`config.mk`:
```
export PLATFORM = sky130hd
export DESIGN_NAME = data_memory_arbiter
export DESIGN_NICKNAME = d
export VERILOG_FILES = /design/src/rtl/data_memory_arbiter.sv
export SDC_FILE = /design/constraint.sdc
export NUM_CORES = 1
export LEC_CHECK = 0
export CORE_AREA = 2 2 122 124
export CTS_BUF_LIST = sky130_fd_sc_hd__clkbuf_4
export DETAILED_ROUTE_END_ITERATION = 8
export DIE_AREA = 0 0 124 126
export HOLD_SLACK_MARGIN = 0.02
export PLACE_DENSITY = 0.89
export REMOVE_ABC_BUFFERS = 1
export SLEW_MARGIN = 20
export SYNTH_ARGS = -nofsm -noshare
export SYNTH_HDL_FRONTEND = slang
export SYNTH_SLANG_ARGS = --single-unit
```
`constraint.sdc`:
```
create_clock -name i_clock -period 3.2 [get_ports i_clock]
set_input_delay 0.8 -clock i_clock [delete_from_list [all_inputs] [get_ports i_clock]]
set_output_delay 0.8 -clock i_clock [all_outputs]
set_load 0.05 [all_outputs]
```
`src/rtl/data_memory_arbiter.sv`:
```
// Two-requester arbiter in front of a single-port data memory, with read-modify-write for partial writes.
// Define DMEM_ARB_RR_EN for round-robin arbitration; the default build uses fixed priority (r0 first).
module data_memory_arbiter #(
  parameter int DATA_WIDTH = 32,
  parameter int ADDR_WIDTH = 10
) (
  input  logic                      i_clock,
  input  logic                      i_reset,
  input  logic                      i_r0_req,
  input  logic [ADDR_WIDTH-1:0]     i_r0_addr,
  input  logic                      i_r0_wr,
  input  logic [DATA_WIDTH/8-1:0]   i_r0_be,
  input  logic [DATA_WIDTH-1:0]     i_r0_wdata,
  output logic                      o_r0_ack,
  output logic [DATA_WIDTH-1:0]     o_r0_rdata,
  input  logic                      i_r1_req,
  input  logic [ADDR_WIDTH-1:0]     i_r1_addr,
  input  logic                      i_r1_wr,
  input  logic [DATA_WIDTH/8-1:0]   i_r1_be,
  input  logic [DATA_WIDTH-1:0]     i_r1_wdata,
  output logic                      o_r1_ack,
  output logic [DATA_WIDTH-1:0]     o_r1_rdata,
  output logic [ADDR_WIDTH-1:0]     o_mem_addr,
  output logic [DATA_WIDTH-1:0]     o_mem_wrData,
  output logic                      o_mem_wrEnable,
  input  logic [DATA_WIDTH-1:0]     i_mem_rdData,
  output logic                      o_busy
);

  localparam int BE_W = DATA_WIDTH / 8;

  typedef enum logic [2:0] {
    S_IDLE,
    S_ACCESS,
    S_RMW_READ,
    S_RMW_WRITE,
    S_DONE
  } state_t;

  state_t                state;
  logic                  grant;      // 0 = r0, 1 = r1
  logic [ADDR_WIDTH-1:0] lat_addr;
  logic                  lat_wr;
  logic [BE_W-1:0]       lat_be;
  logic [DATA_WIDTH-1:0] lat_wdata;
  logic [DATA_WIDTH-1:0] merged;
  logic [DATA_WIDTH-1:0] merged_next;
`ifdef DMEM_ARB_RR_EN
  logic                  last;       // requester served most recently
`endif

  logic                  win;
  logic [ADDR_WIDTH-1:0] sel_addr;
  logic                  sel_wr;
  logic [BE_W-1:0]       sel_be;
  logic [DATA_WIDTH-1:0] sel_wdata;
  logic                  sel_partial;

  always_comb begin
`ifdef DMEM_ARB_RR_EN
    if (i_r0_req && i_r1_req) win = ~last;
    else                      win = ~i_r0_req;
`else
    win = ~i_r0_req;
`endif
  end

  assign sel_addr    = win ? i_r1_addr  : i_r0_addr;
  assign sel_wr      = win ? i_r1_wr    : i_r0_wr;
  assign sel_be      = win ? i_r1_be    : i_r0_be;
  assign sel_wdata   = win ? i_r1_wdata : i_r0_wdata;
  assign sel_partial = sel_wr && (sel_be != '1) && (sel_be != '0);

  // Enabled bytes come from the requester, the rest from the word just read.
  always_comb begin
    merged_next = i_mem_rdData;
    for (int b = 0; b < BE_W; b++) begin
      if (lat_be[b]) merged_next[8*b +: 8] = lat_wdata[8*b +: 8];
    end
  end

  // NOTE: state registers use non-blocking assignments so every flop samples pre-edge values.
  always_ff @(posedge i_clock or negedge i_reset) begin
    if (!i_reset) begin
      state      <= S_IDLE;
      grant      <= 1'b0;
`ifdef DMEM_ARB_RR_EN
      last       <= 1'b1;
`endif
      lat_addr   <= '0;
      lat_wr     <= 1'b0;
      lat_be     <= '0;
      lat_wdata  <= '0;
      merged     <= '0;
      o_r0_ack   <= 1'b0;
      o_r1_ack   <= 1'b0;
      o_r0_rdata <= '0;
      o_r1_rdata <= '0;
    end else begin
      o_r0_ack <= 1'b0;
      o_r1_ack <= 1'b0;
      unique case (state)
        S_IDLE: begin
          if (i_r0_req || i_r1_req) begin
            grant     <= win;
`ifdef DMEM_ARB_RR_EN
            last      <= win;
`endif
            lat_addr  <= sel_addr;
            lat_wr    <= sel_wr;
            lat_be    <= sel_be;
            lat_wdata <= sel_wdata;
            state     <= sel_partial ? S_RMW_READ : S_ACCESS;
          end
        end
        S_ACCESS: begin
          if (!lat_wr) begin
            if (grant) o_r1_rdata <= i_mem_rdData;
            else       o_r0_rdata <= i_mem_rdData;
          end
          o_r0_ack <= ~grant;
          o_r1_ack <= grant;
          state    <= S_DONE;
        end
        S_RMW_READ: begin
          merged <= merged_next;
          state  <= S_RMW_WRITE;
        end
        S_RMW_WRITE: begin
          o_r0_ack <= ~grant;
          o_r1_ack <= grant;
          state    <= S_DONE;
        end
        S_DONE:  state <= S_IDLE;
        default: state <= S_IDLE;
      endcase
    end
  end

  // NOTE: every output gets a default before the case so no latch is inferred.
  always_comb begin
    o_mem_addr     = '0;
    o_mem_wrData   = '0;
    o_mem_wrEnable = 1'b0;
    unique case (state)
      S_ACCESS: begin
        o_mem_addr     = lat_addr;
        o_mem_wrData   = lat_wdata;
        o_mem_wrEnable = lat_wr && (lat_be == '1);
      end
      S_RMW_READ: begin
        o_mem_addr = lat_addr;
      end
      S_RMW_WRITE: begin
        o_mem_addr     = lat_addr;
        o_mem_wrData   = merged;
        o_mem_wrEnable = 1'b1;
      end
      default: ;
    endcase
  end

  assign o_busy = (state != S_IDLE);

endmodule

```
* Word level (Yosys, flattened, before mapping)
Index checks and enable logic that the tools add are counted.
** Cells by class
- Add/sub/neg operators :: 0
- Multipliers :: 0
- Divide/modulo/power cells :: 0
- $lt $le $gt $ge :: 0
- Equal/unequal tests :: 6
- Shifts and indexed selects :: 0
- Multiplexer cells :: 16
- Bitwise operators :: 3
- Reductions and logical operators :: 12
** Operators by type and width (count)
- case mux 32 bit (2 select lines) :: 1
- two-way mux 32 bit :: 1
- two-way mux 8 bit :: 4
- two-way mux 10 bit :: 2
- case mux 3 bit (3 select lines) :: 1
- == test 3 x 2 -> 1 bit, second input constant :: 2
- AND reduction 3 bit :: 2
- == test 4 bit, second input constant :: 1
- two-way mux 4 bit :: 1
- != test 4 bit, second input constant :: 1
- nonzero test 4 bit :: 1
- == test 3 x 1 -> 1 bit, second input constant :: 1
- logical AND 1 bit :: 3
- zero test 3 bit :: 1
- two-way mux 1 bit :: 3
- two-way mux 3 bit :: 1
- inverter 1 bit :: 3
- nonzero test 3 bit :: 1
- OR reduction 3 bit :: 1
- two-way mux 2 bit :: 1
- != test 2 bit, second input constant :: 1
- case mux 1 bit (2 select lines) :: 1
- AND reduction 2 bit :: 1
- OR reduction 2 bit :: 1
- logical OR 1 bit :: 1
** Word-level totals
- Register bits :: 149
- Latch bits :: 0
- Bits in writable memories :: 0
- Memory bits (read-only) :: 0
- Input bits :: 130
- Word-level logic and storage cells :: 48
- Memories :: 0

* Depth between registers and ports, before layout
- Word-level depth :: 7
- Depth in mapped cells :: 6
- Gate-level depth less buffers :: 4

* Least setup slack after synthesis
No wires, ideal clock.
- Path kind :: reg-to-output
- Start :: register state[1]
- End :: output port o_mem_wrData[10]
- Arrival :: 1.771 ns
- Required time :: 2.400 ns
- Setup slack :: 0.629 ns
- Stages on the path, launching flop included :: 5
- Cells stage by stage :: dfrtp_1 -> buf_1 -> buf_2 -> mux2i_1 -> nor2_1
** Between the ends
- Longest elaborated chain between the ends :: 2
- Elaborated cells on any way between the ends :: 3
- Classes of those cells :: 2 x eq/ne; 1 x mux
** Ends and longest elaborated chain
- start, declared :: line 40 : state_t state;
- start signal, assigned :: line 113 : state <= sel_partial ? S_RMW_READ : S_ACCESS;
- == test 3 x 2 -> 1 bit / == test 3 x 1 -> 1 bit (equally long branches) :: line 145 : unique case (state)
- case mux 32 bit (2 select lines) * :: line 145
- end, declared :: line 24 : output logic [DATA_WIDTH-1:0] o_mem_wrData,
Mark *: on every way between the ends. The rest lies on a longest branch, timed or not.

* Worst setup path in the final report
- Start :: register state[2]
- End :: output port o_busy
** Between the ends
- Longest elaborated chain between the ends :: 1
** Ends and longest elaborated chain
- nonzero test 3 bit :: line 163 : assign o_busy = (state != S_IDLE);
- end, declared :: line 27 : output logic o_busy
No other way between the ends.

==> impl_metrics.py <==
metrics = {
    "global_routing": {
        "grt_pass1_wl_um": 28100,
        "grt_pass1_vias": 5606,
        "grt_usage_pct": 23.4,
        "overflow": 0,
        "grt_antenna_before_repair": 0,
        "grt_max_degree": 59,
    },
    "power": {
        "ir_drop_mv": 0.625,
        "p_leak_nw": 4.35,
        "power_mw": 11.8,
        "powerDensity_mw_per_mm2": 1180,
    },
    "route": {
        "drc": 0,
        "avgRoutedWirePerCell_um": 18.5,
        "vias": 5135,
        "dr.pass1.iters": 4,
        "drt-total-wl_um": 17900,
        "initialDrtViolationCount": 253,
        "vias_per_cell": 5.29,
        "ant_nets": 0,
    },
    "worst_hold_path": {
        "min_path_type": "input pin to async pin",
    },
    "critical_path": {
        "r2r_end": "o_r0_rdata[5]",
        "rrSetupSlack_ps": 720,
        "worstPathRequired_ps": 2400,
        "crit_type": "register to output port",
        "r2r_start": "state[2]",
        "crit_arrival_ps": 2200,
        "critPathMaxFanout": 5,
        "crit_path_end_kind": "output port",
        "r2r_cells": 3,
        "startpoint_type": "register",
    },
    "timing": {
        "rsz0062_at_grt": "false",
        "fin_crit_sh_pct": 93.8,
        "final_hold_viol_count": 0,
        "timing.fmax_mhz": 333,
        "tightest_slew_ps": 859,
        "final.min_clock_period_ps": 3000,
        "maxSlewViolCount": 0,
        "setup_violations": 0,
        "skew_ps": 14.7,
        "relSlewSlack_pct": 42.8,
        "final.setup.tns_ps": 0,
        "hold_slack_ps": 130,
    },
    "place": {
        "portBuffers": 239,
        "gp_congestion": 0.760,
        "hpwl_um": 13000,
        "dpl.cell_count": 938,
    },
    "cells_and_area": {
        "n_fill_cell": 978,
        "diodes": 0,
        "nets": 903,
        "drive_gt1_share_pct": 31.2,
        "fin_cells": 970,
        "area_growth_pct": 39.9,
    },
    "clock_tree": {
        "clkSlewWorstSetupHoldPaths_ps": 110,
        "cts.hold.buffers_added": 0,
        "clock_sinks": 149,
        "cts-root-buf": "clkbuf_4",
        "cts_tree": "done",
        "htreeDepth": 4,
        "cts_buffers": 17,
        "clockBufferDepth": 2,
        "worstSkewPairLatency_ps": 540,
    },
    "floorplan": {
        "io_pins": 240,
        "fp.coreArea_mm2": 0.0143,
        "die_h_um": 126,
        "row_count": 44,
        "dieArea_mm2": 0.0156,
        "initial_core_util_pct": 49.7,
        "die_w_um": 124,
    },
    "outcome": {
        "status": "finished, final reports clean",
    },
    "yosys": {
        "yosys_warnings": 0,
        "synth_area_per_cell_um2": 13.1,
        "yosysUniqueCellTypes": 29,
        "synth_seq_cells": 149,
        "netlist_instances": 542,
        "synth_area_mm2": 0.00711,
        "seq_area_frac_synth_pct": 52.5,
    },
    "flow_run": {
        "maxCapViolations": 0,
    },
}
-- cells by family (layout without fill, tap and decap cells) --
| group | Yosys count | in the layout | synth area share, % |
|---|---|---|---|
| buffers and inverters | 41 | 285 | 3.43 |
| AND/OR/NAND/NOR | 91 | 91 | 5.56 |
| multiplexers | 222 | 222 | 35.6 |
| flip-flops | 149 | 149 | 52.5 |
| AO/OA/AOI/OAI | 39 | 39 | 2.92 |
-- flip-flops by register name, indices dropped and copies added (netlist names) --
register	flops
state	3
lat_addr	10
lat_be	4
lat_wdata	32
merged	32
o_r0_ack	1
lat_wr	1
o_r0_rdata	32
grant	1
o_r1_ack	1
o_r1_rdata	32
-- synthesized netlist by cell type --
cell	count	area, um2
buf_6	2	22.5
mux2_4	30	450
and2_1	10	62.6
o311a_1	1	10.0
o41ai_1	1	8.76
nor3b_1	1	7.51
buf_12	3	60.1
o21ai_0	1	5.00
and3_1	1	6.26
nand2_1	1	3.75
dfrtp_1	149	3730
and4_1	1	8.76
nor3_1	1	5.00
buf_1	4	15.0
mux2_2	126	1420
buf_4	3	22.5
a31oi_1	1	6.26
nand2b_1	1	6.26
nor2_1	72	270
buf_2	12	60.1
mux2_1	2	22.5
a21oi_1	34	170
o31ai_1	1	7.51
or4_1	1	7.51
or3_1	1	6.26
clkbuf_1	14	52.6
or4_4	1	11.3
mux2i_1	64	641
inv_1	3	11.3
-- critical path, cell delays in order (launching register included) --
cell and delay, ps:
dfrtp_1 460, nor3_1 320, inv_1 140, clkdlybuf4s50_1 740
-- layout make-up --
class                   count  area, um2  area share [%]
well taps                 184        230            2.32
repair buffers            250       2520            25.3
clock buffers              18        135            1.36
multi-input cells         352       3150            31.7
clock inverters            14        165            1.66
inverters                   3       11.3           0.113
flip-flops and latches    149       3730            37.5
-- cell usage in the layout (no fill, tap or decap), types with 2 or more instances in the layout --
cell type        count
clkdlybuf4s50_1    194
dfrtp_1            148
mux2_2             126
nor2_1              70
mux2i_1             64
buf_4               41
a21oi_1             34
mux2_4              30
clkbuf_4            18
buf_12              12
and2_1              10
clkinv_1             6
bufinv_16            4
inv_1                3
clkinv_2             3
mux2_1               2
buf_6                2
-- stage by stage --
| step | area [um2] | utilization, % | setup WS [ps] |
|---|---|---|---|
| final | 9940 | 69.5 | 197 |
| after global placement | 9640 | 67.3 | 670 |
| after floorplan | 6880 | - | -2080 |
| after global routing | 9940 | 69.5 | 22.1 |
| after detailed placement | 9640 | 67.3 | 596 |
| after CTS | 9940 | 69.4 | 113 |
-- per-layer routing --
layer / routed length (um) / vias up / global-route usage (%) / share of wire, %
met4: 380 / 0 / 8.33 / 2.1
met5: 0 / - / 0 / 0
met2: 9480 / 182 / 41.6 / 53
met3: 1130 / 30 / 6.66 / 6.3
met1: 6910 / 2554 / 26.6 / 39
li1: - / 2369 / - / -
-- report_power, final --
part           total [mW]  switching [mW]  internal (mW)
registers            3.55           0.700           2.85
clock network        1.24           0.634          0.609
logic                6.97            4.07           2.90
total                11.8            5.40           6.36
-- timing repair --
action / in CTS / in global routing
gates resized for setup: 1 / 1
setup buffers: 0 / 0
endpoints found under the setup margin: 10 / 7
-- worst max-delay path by stage --
stage | startpoint | end | slack (ps)
after global placement | state[1] | o_mem_addr[9] | 670
after detailed placement | state[1] | o_mem_addr[3] | 600
final | state[2] | o_busy | 200
after floorplan | state[1] | merged[0] | -2080
after global routing | state[2] | o_busy | 20
after CTS | state[1] | o_mem_addr[3] | 110
No activity file was read; power rests on OpenSTA's default activity.
